`src/rtl/frame_update_scheduler.sv`:
```
// Per-frame update sequencer: on entry to vertical blanking, hands start/done
// handshakes to each object client in turn and flags hung clients and overruns.
module frame_update_scheduler #(
   parameter int          N_CLIENTS = 4,
   parameter int          V_ACTIVE  = 480,
   parameter logic [15:0] TIMEOUT   = 16'hFFFF
) (
   input  logic                 clk,
   input  logic                 reset,
   input  logic [9:0]           x,
   input  logic [9:0]           y,
   input  logic                 p_tick,
   input  logic                 enable,
   input  logic [N_CLIENTS-1:0] upd_done,
   input  logic                 clr_err,
   output logic [N_CLIENTS-1:0] upd_start,
   output logic                 frame_busy,
   output logic [15:0]          frame_count,
   output logic                 overrun,
   output logic [N_CLIENTS-1:0] timeout_err
);

   localparam int                   IDX_W      = (N_CLIENTS > 1) ? $clog2(N_CLIENTS) : 1;
   localparam logic [IDX_W-1:0]     LAST_IDX   = IDX_W'(N_CLIENTS - 1);
   localparam logic [15:0]          TIMER_LAST = TIMEOUT - 16'd1;
   localparam logic [9:0]           V_ACT      = V_ACTIVE[9:0];
   localparam logic [N_CLIENTS-1:0] ONE        = N_CLIENTS'(1);

   typedef enum logic [2:0] {S_IDLE, S_START, S_WAIT, S_NEXT, S_DONE} state_t;

   state_t               state, state_nxt;
   logic [IDX_W-1:0]     idx, idx_nxt;
   logic [15:0]          timer, timer_nxt;
   logic                 frame_evt;
   logic                 done_cur;
   logic                 line0_evt;
   logic [N_CLIENTS-1:0] start_nxt;
   logic [N_CLIENTS-1:0] terr_set;
   logic                 busy_nxt;
   logic [15:0]          count_nxt;

   assign done_cur  = upd_done[idx];
   assign line0_evt = p_tick && (x == 10'd0) && (y == 10'd0);

   // State register
   always_ff @(posedge clk) begin
      if (reset) begin
         state <= S_IDLE;
      end else begin
         state <= state_nxt;
      end
   end

   // Next-state logic
   always_comb begin
      state_nxt = state;
      case (state)
         S_IDLE: begin
            if (frame_evt && enable) state_nxt = S_START;
            else                     state_nxt = S_IDLE;
         end
         S_START: state_nxt = S_WAIT;
         S_WAIT: begin
            if (done_cur)                  state_nxt = S_NEXT;
            else if (timer == TIMER_LAST)  state_nxt = S_NEXT;
            else                           state_nxt = S_WAIT;
         end
         S_NEXT: begin
            if (idx == LAST_IDX) state_nxt = S_DONE;
            else                 state_nxt = S_START;
         end
         S_DONE:  state_nxt = S_IDLE;
         default: state_nxt = S_IDLE;
      endcase
   end

   // Output / datapath next values
   always_comb begin
      idx_nxt   = idx;
      timer_nxt = timer;
      start_nxt = '0;
      terr_set  = '0;
      busy_nxt  = frame_busy;
      count_nxt = frame_count;
      case (state)
         S_IDLE: begin
            if (frame_evt && enable) begin
               idx_nxt  = '0;
               busy_nxt = 1'b1;
            end else begin
               busy_nxt = frame_busy;
            end
         end
         S_START: begin
            start_nxt = ONE << idx;
            timer_nxt = 16'd0;
         end
         S_WAIT: begin
            // a done arriving on the timeout cycle wins over the error
            if (done_cur)                 timer_nxt = timer;
            else if (timer == TIMER_LAST) terr_set  = ONE << idx;
            else                          timer_nxt = timer + 16'd1;
         end
         S_NEXT: begin
            if (idx != LAST_IDX) idx_nxt = idx + IDX_W'(1);
            else                 idx_nxt = idx;
         end
         S_DONE: begin
            busy_nxt  = 1'b0;
            count_nxt = frame_count + 16'd1;
         end
         default: idx_nxt = '0;
      endcase
   end

   // Registered outputs and datapath
   always_ff @(posedge clk) begin
      if (reset) begin
         idx         <= '0;
         timer       <= 16'd0;
         frame_evt   <= 1'b0;
         upd_start   <= '0;
         frame_busy  <= 1'b0;
         frame_count <= 16'd0;
         overrun     <= 1'b0;
         timeout_err <= '0;
      end else begin
         idx         <= idx_nxt;
         timer       <= timer_nxt;
         frame_evt   <= p_tick && (x == 10'd0) && (y == V_ACT);
         upd_start   <= start_nxt;
         frame_busy  <= busy_nxt;
         frame_count <= count_nxt;
         if (line0_evt && frame_busy) overrun <= 1'b1;
         else if (clr_err)            overrun <= 1'b0;
         else                         overrun <= overrun;
         timeout_err <= (clr_err ? '0 : timeout_err) | terr_set;
      end
   end

endmodule

```
`config.mk`:
```
export PLATFORM = sky130hd
export DESIGN_NAME = frame_update_scheduler
export DESIGN_NICKNAME = d
export VERILOG_FILES = /design/src/rtl/frame_update_scheduler.sv
export SDC_FILE = /design/constraint.sdc
export NUM_CORES = 1
export LEC_CHECK = 0
export BUFFER_PORTS_ARGS = -buffer_cell sky130_fd_sc_hd__buf_2
export CORE_MARGIN = 2
export CORE_UTILIZATION = 45
export CTS_CLUSTER_DIAMETER = 80
export DETAILED_ROUTE_END_ITERATION = 10
export MAX_ROUTING_LAYER = met4
export PLACE_DENSITY = 0.71
export SLEW_MARGIN = 20
export SYNTH_ARGS = -nofsm -noshare
export SYNTH_HDL_FRONTEND = slang
export SYNTH_SLANG_ARGS = --single-unit
```
`constraint.sdc`:
```
create_clock -name clk -period 3.03 [get_ports clk]
set_input_delay 0.7575 -clock clk [delete_from_list [all_inputs] [get_ports clk]]
set_output_delay 0.7575 -clock clk [all_outputs]
set_load 0.05 [all_outputs]
```
==> reports/results.ini, run 1 <==
[detailed_routing]
drc_errors = 0
drtIter0Drc = 108
viasPerCell = 5.33
antenna_left = 0
routed_wirelength_um = 4770
via_count = 2072
avgRoutedWirePerCell_um = 12.3
first_pass_iters = 4

[cts]
path_clk_slew_ns = 0.09
cts_hold_buf = 0
clock-root-buffer = clkbuf_8
cts-htree-levels = 2
cts_tree = built
clk_latency_ns = 0.30
cts_setup_buffers = 0
clock_path_buffers = 2
clock_sinks = 48
ctsResizeCount = 0
numCtsBuffers = 5

[power_and_ir_drop]
comb_power_share_pct = 3.4
power_mw = 1.04
pwr-share-seq_pct = 60.6
power_density_mw_per_mm2 = 375
p_clk_share_pct = 36.0
switching_share_pct = 21.9
p_int_mw = 0.811
p_leak_nw = 1.07
ir_drop_mv = 0.234
p_switching_mw = 0.228

[worst_setup_path]
critPathBufInv = 1
cp_slowest_cell = mux4_2
path_cells = buf_2, mux4_2, nor2_2, nand2b_1, or3_1, a21oi_2
worst_ep_arrival_time_ns = 2.34
cp_top_family = simple AND/OR/NAND/NOR gates
cp-end-kind = flop
max_stage_delay_ns = 0.57
critPathMaxFanout = 9
startpoint = upd_done[3]
worstPathRequired_ns = 3.27
critPathKind = in2reg
cp-start-kind = input pin
r2r_start = idx[0]

[logic_synthesis]
ys_ff_latch = 48
synth_enable_flop_cells = 0
yosys_warnings = 0
syn-num-nets = 302
yosys_most_used_dff = dfxtp_1
netlist_area_mm2 = 0.00240
synth.avg_cell_area_um2 = 9.01
async_reset_ff_share_pct = 0
ys_types = 48
netlist_instances = 266
ys_seq_area_share_pct = 40.1

[placed_design]
port_buffers = 54
place_hpwl_um = 3570
place_congestion = 0.866

[die]
fp.dieArea_mm2 = 0.00592
ios = 55
core_mm2 = 0.00511
die_w_um = 77.0
start_util_pct = 46.9
die-height_um = 77.0
num_rows = 26

[global_routing]
grt_pass1_wl_um = 8290
antenna_found_initial = 0
gr-total-overflow = 0
grt_max_degree = 35
grt_pass1_vias = 1884
grt_usage_pct = 17.2

[final_layout]
diodes = 0
nNetsFinal = 354
areaGrowthSynthToFinish_pct = 15.6
drive_above_1_share_pct = 25.4

[sta]
finalSetupViolCount = 0
rsz0062_at_grt = false
post-route-min-period_ns = 2.10
max_freq_mhz = 476
tns_ns = 0
worst_pin_slew_ns = 0.569
maxSlewHeadroom_pct = 61.9
slew_violations = 0
hold_viol = 0
period_share_pct = 69.3
skew_ns = 0.00902

[min_path]
min_path_type = reg2reg
min_from = frame_count[15]

[flow_run]
maxCapViolCount = 0

[outcome]
status = finished clean

cells by family (layout without fill, tap and decap cells):
logic type               after synthesis  after routing  synth area share [%]
flip-flops                            48             48                  40.1
AO/OA/AOI/OAI                         34             34                  8.20
multiplexers                           4              4                  2.25
buffers and inverters                 16             69                  4.44
adder cells (fa/ha/maj)                7              7                  3.66
AND/OR/NAND/NOR                      138            138                  34.4
XOR/XNOR                              19             19                  6.95
power groups by stage:
stage          Sequential [mW]  Clock, mW  Combinational (mW)
2_1_floorplan            0.645          0              0.0158
3_3_place_gp             0.645          0              0.0353
3_5_place_dp             0.645          0              0.0359
4_1_cts                  0.630      0.393              0.0360
5_1_grt                  0.630      0.418              0.0387
6_report                 0.630      0.374              0.0353
synthesized netlist by cell type, drive strengths merged, types with 3 or more instances:
library cell,number,area [µm²]
nor3,6,35.0
nor2,31,119
a31oi,4,25.0
nor4,16,146
nand3,20,100
nor2b,4,25.0
nand2,13,48.8
nand4,10,68.8
or3,3,18.8
clkbuf,7,46.3
and2,11,70.1
buf,4,41.3
and3,5,31.3
inv,5,18.8
xor2,8,70.1
ha,7,87.6
nand2b,4,32.5
dfxtp,48,961
nor3b,3,27.5
a21oi,16,83.8
xnor2,11,96.3
o21ai,8,40.0
cell usage in the layout (no fill, tap or decap), types with 5 or more instances in the layout:
cell,synthesis,routed
nand4_1,9,9
xnor2_1,11,11
a21oi_1,15,15
xor2_1,8,8
nor3_1,5,5
clkbuf_8,2,5
buf_2,0,54
nor4_1,10,10
dfxtp_1,48,48
and2_1,10,10
nor2_1,30,30
ha_1,7,7
inv_1,5,5
and3_1,5,5
nor4_2,5,5
nand3_1,20,20
nand2_1,13,13
o21ai_0,8,8
metal layers:
metal	wire (µm)	track usage, %	share of wire, %
met4	47	5.54	0.99
met3	205	3.53	4.3
met2	2320	28.9	49
met5	0	-	0
met1	2190	20.7	46
path summary, 6_finish.rpt:
path	to	slack [ns]	depth (start not counted)
max	timer[1]	0.93	6
max reg2reg	timer[1]	0.99	5
min reg2reg	frame_count[15]	0.48	2
min	frame_count[15]	0.48	2
cell type report:
type / instances / area, µm²
fillers: 476 / 2340
flip-flops and latches: 48 / 961
well taps: 70 / 87.6
clock buffers: 6 / 72.6
inverters: 5 / 18.8
repair buffers: 56 / 285
clock inverters: 2 / 16.3
multi-input cells: 202 / 1330
flip-flops by register name (all words and copies together) (netlist names):
name and count:
frame_busy 1, state 3, timeout_err 4, timer 16, overrun 1, frame_count 16
upd_start 4, frame_evt 1, idx 2
worst reg2reg max path, stage by stage, from the launching register on:
cell	delay, ns
dfxtp_1	0.42
mux4_2	0.63
nor2_2	0.19
nand2b_1	0.23
or3_1	0.39
a21oi_2	0.11
through the flow:
stage	worst slack, ns	cells	hold slack (ns)	instance area [µm²]	util, %
2_1_floorplan	0.898	266	0.485	2400	-
3_3_place_gp	0.725	381	0.465	2680	52.5
3_5_place_dp	0.640	381	0.474	2680	52.5
4_1_cts	0.956	389	0.490	2770	54.2
5_1_grt	0.849	389	0.514	2770	54.2
6_report	0.930	389	0.483	2770	54.2
Power figures use the tool's default switching activity.
==> run 2: changes to the inputs <==
==> constraint.sdc (replaced) <==
create_clock -name clk -period 2.2 [get_ports clk]
set_input_delay 0.55 -clock clk [delete_from_list [all_inputs] [get_ports clk]]
set_output_delay 0.55 -clock clk [all_outputs]
set_load 0.05 [all_outputs]
==> reports/results.ini, run 2 (synthesis results as in run 1) <==
[detailed_routing]
antenna_left = 0  ; unchanged
via_count = 2029  ; -2.1%
drtIter0Drc = 70  ; -35%
avgRoutedWirePerCell_um = 12.0  ; -1.9%
viasPerCell = 5.18  ; -2.8%
routed_wirelength_um = 4720  ; -1.1%
first_pass_iters = 5  ; +1
drc_errors = 0  ; unchanged

[worst_setup_path]
cp_slowest_cell = mux4_2
max_stage_delay_ns = 0.63  ; +0.06 ns
critPathKind = reg2reg
critPathMaxFanout = 9  ; unchanged
path_cells = mux4_2, nand2b_4, nor3_2, a31o_2, a21oi_1
cp-end-kind = flop
worst_ep_arrival_time_ns = 2.10  ; -0.24 ns
cp-start-kind = flop
worstPathRequired_ns = 2.38  ; -0.89 ns

[power_and_ir_drop]
comb_power_share_pct = 3.2  ; -0.2 points
switching_share_pct = 20.1  ; -1.9 points
p_clk_share_pct = 40.3  ; +4.3 points
ir_drop_mv = 0.266  ; +14%
pwr-share-seq_pct = 56.5  ; -4.1 points
p_switching_mw = 0.308  ; +35%
p_int_mw = 1.23  ; +51%
p_leak_nw = 1.10  ; +2.7%
power_density_mw_per_mm2 = 547  ; +46%

[final_layout]
areaGrowthSynthToFinish_pct = 17.3
diodes = 0  ; unchanged
layout_commonest_cell = buf_2
reg_top3 = frame_count x16, timer x16
nNetsFinal = 357  ; +0.85%
drive_above_1_share_pct = 26.1  ; +0.70 points
layout_common_cells = buf_2 (54), dfxtp_1 (48), nor2_1 (30), nand3_1 (20), a21oi_1 (15)
fillerInstances = 495  ; +4.0%
seqCellArea_um2 = 961  ; unchanged
final_core_util_pct = 55.0  ; +0.81 points
final_cell_area_mm2 = 0.00281  ; +1.5%
multi_input_area_mm2 = 0.00133  ; unchanged

[placed_design]
post_dp_cell_area_mm2 = 0.00270  ; +0.84%
place_congestion = 0.868  ; +0.25%
port_buffers = 54  ; unchanged
place_hpwl_um = 3560  ; -0.22%

[cts]
clock-root-buffer = clkbuf_8
clock_path_buffers = 2  ; unchanged
path_clk_slew_ns = 0.08  ; about the same
clk_latency_ns = 0.30  ; about the same
cts-htree-levels = 2  ; unchanged
cts_setup_buffers = 0  ; unchanged
clock_sinks = 48  ; unchanged
numCtsBuffers = 5  ; unchanged
cts_tree = built
cts_hold_buf = 0  ; unchanged
ctsResizeCount = 0  ; unchanged

[sta]
post-route-min-period_ns = 1.92
tns_ns = 0  ; unchanged
holdWs_ns = 0.476  ; -0.00769 ns
maxSlewHeadroom_pct = 70.8  ; +8.9 points
hold_viol = 0  ; unchanged
skew_ns = 0.00815  ; -0.000868 ns
worst_pin_slew_ns = 0.434  ; -0.134 ns
slew_violations = 0  ; unchanged
period_share_pct = 87.4
finalSetupViolCount = 0  ; unchanged
rsz0062_at_grt = false
max_freq_mhz = 520

[min_path]
min_path_type = reg2reg

[global_routing]
grt_pass1_wl_um = 8380  ; +1.0%
grt_max_degree = 24  ; -31%
antenna_found_initial = 0  ; unchanged
gr-total-overflow = 0  ; unchanged
grt_pass1_vias = 1863  ; -1.1%
grt_usage_pct = 17.4  ; +0.15 points

[die]
ios = 55  ; unchanged
fp.dieArea_mm2 = 0.00592  ; unchanged
die_w_um = 77.0  ; unchanged
core_mm2 = 0.00511  ; unchanged
die-height_um = 77.0  ; unchanged
start_util_pct = 46.9  ; unchanged
num_rows = 26  ; unchanged

[outcome]
status = finished clean

[flow_run]
maxCapViolCount = 0  ; unchanged

## run 2: cell count changes in the layout (fill, tap and decap cells not counted)
cell        before  now
bufinv_16        0    1
clkinv_2         0    1
clkinvlp_4       1    0
clkinv_4         1    0
buf_4            2    5
## run 2: path summary, 6_finish.rpt
path	start	end	slack (ns)	cells past startpoint
setup / recovery	idx[0]	timer[14]	0.28	5
hold / removal	overrun	overrun	0.48	2
setup reg to reg	idx[0]	timer[14]	0.28	5
hold reg to reg	overrun	overrun	0.48	2
## run 2: critical path, delay by kind of cell, from the launching register on
family	cells	cell delay, ns
AOI/OAI and AO/OA	2	0.24
DFF	1	0.42
and+or+nand+nor	2	0.51
muxes	1	0.63
## run 2: layer usage
| metal | routed length, µm | part of all wire [%] | vias to the layer above | GRT usage, % |
|---|---|---|---|---|
| li1 | - | - | 1058 | - |
| met1 | 2210 | 47 | 927 | 21.2 |
| met2 | 2270 | 48 | 39 | 29.2 |
| met3 | 184 | 3.9 | 5 | 3.53 |
| met4 | 53 | 1.1 | 0 | 4.82 |
| met5 | 0 | 0 | - | - |
## run 2: power groups by stage
stage          clock, mW  sequential, mW  combinational (mW)
6_report           0.620           0.868              0.0492
5_1_grt            0.683           0.868              0.0539
4_1_cts            0.633           0.868              0.0498
3_5_place_dp           0           0.888              0.0500
3_3_place_gp           0           0.888              0.0488
2_1_floorplan          0           0.888              0.0217
## run 2: per-stage QoR
step           setup WS (ns)  power (mW)  std cells
2_1_floorplan          0.271       0.910        266
3_3_place_gp           0.145       0.937        384
3_5_place_dp          0.0733       0.938        384
4_1_cts                0.233        1.55        392
5_1_grt                0.165        1.61        392
6_report               0.277        1.54        392
## run 2: final cells by class
cell class / count / area share [%]
repair buffers: 59 / 10.9
clock inverters: 2 / 1.25
multi-input cells: 202 / 47.3
well taps: 70 / 3.12
clock buffers: 6 / 2.58
flip-flops and latches: 48 / 34.2
inverters: 5 / 0.668
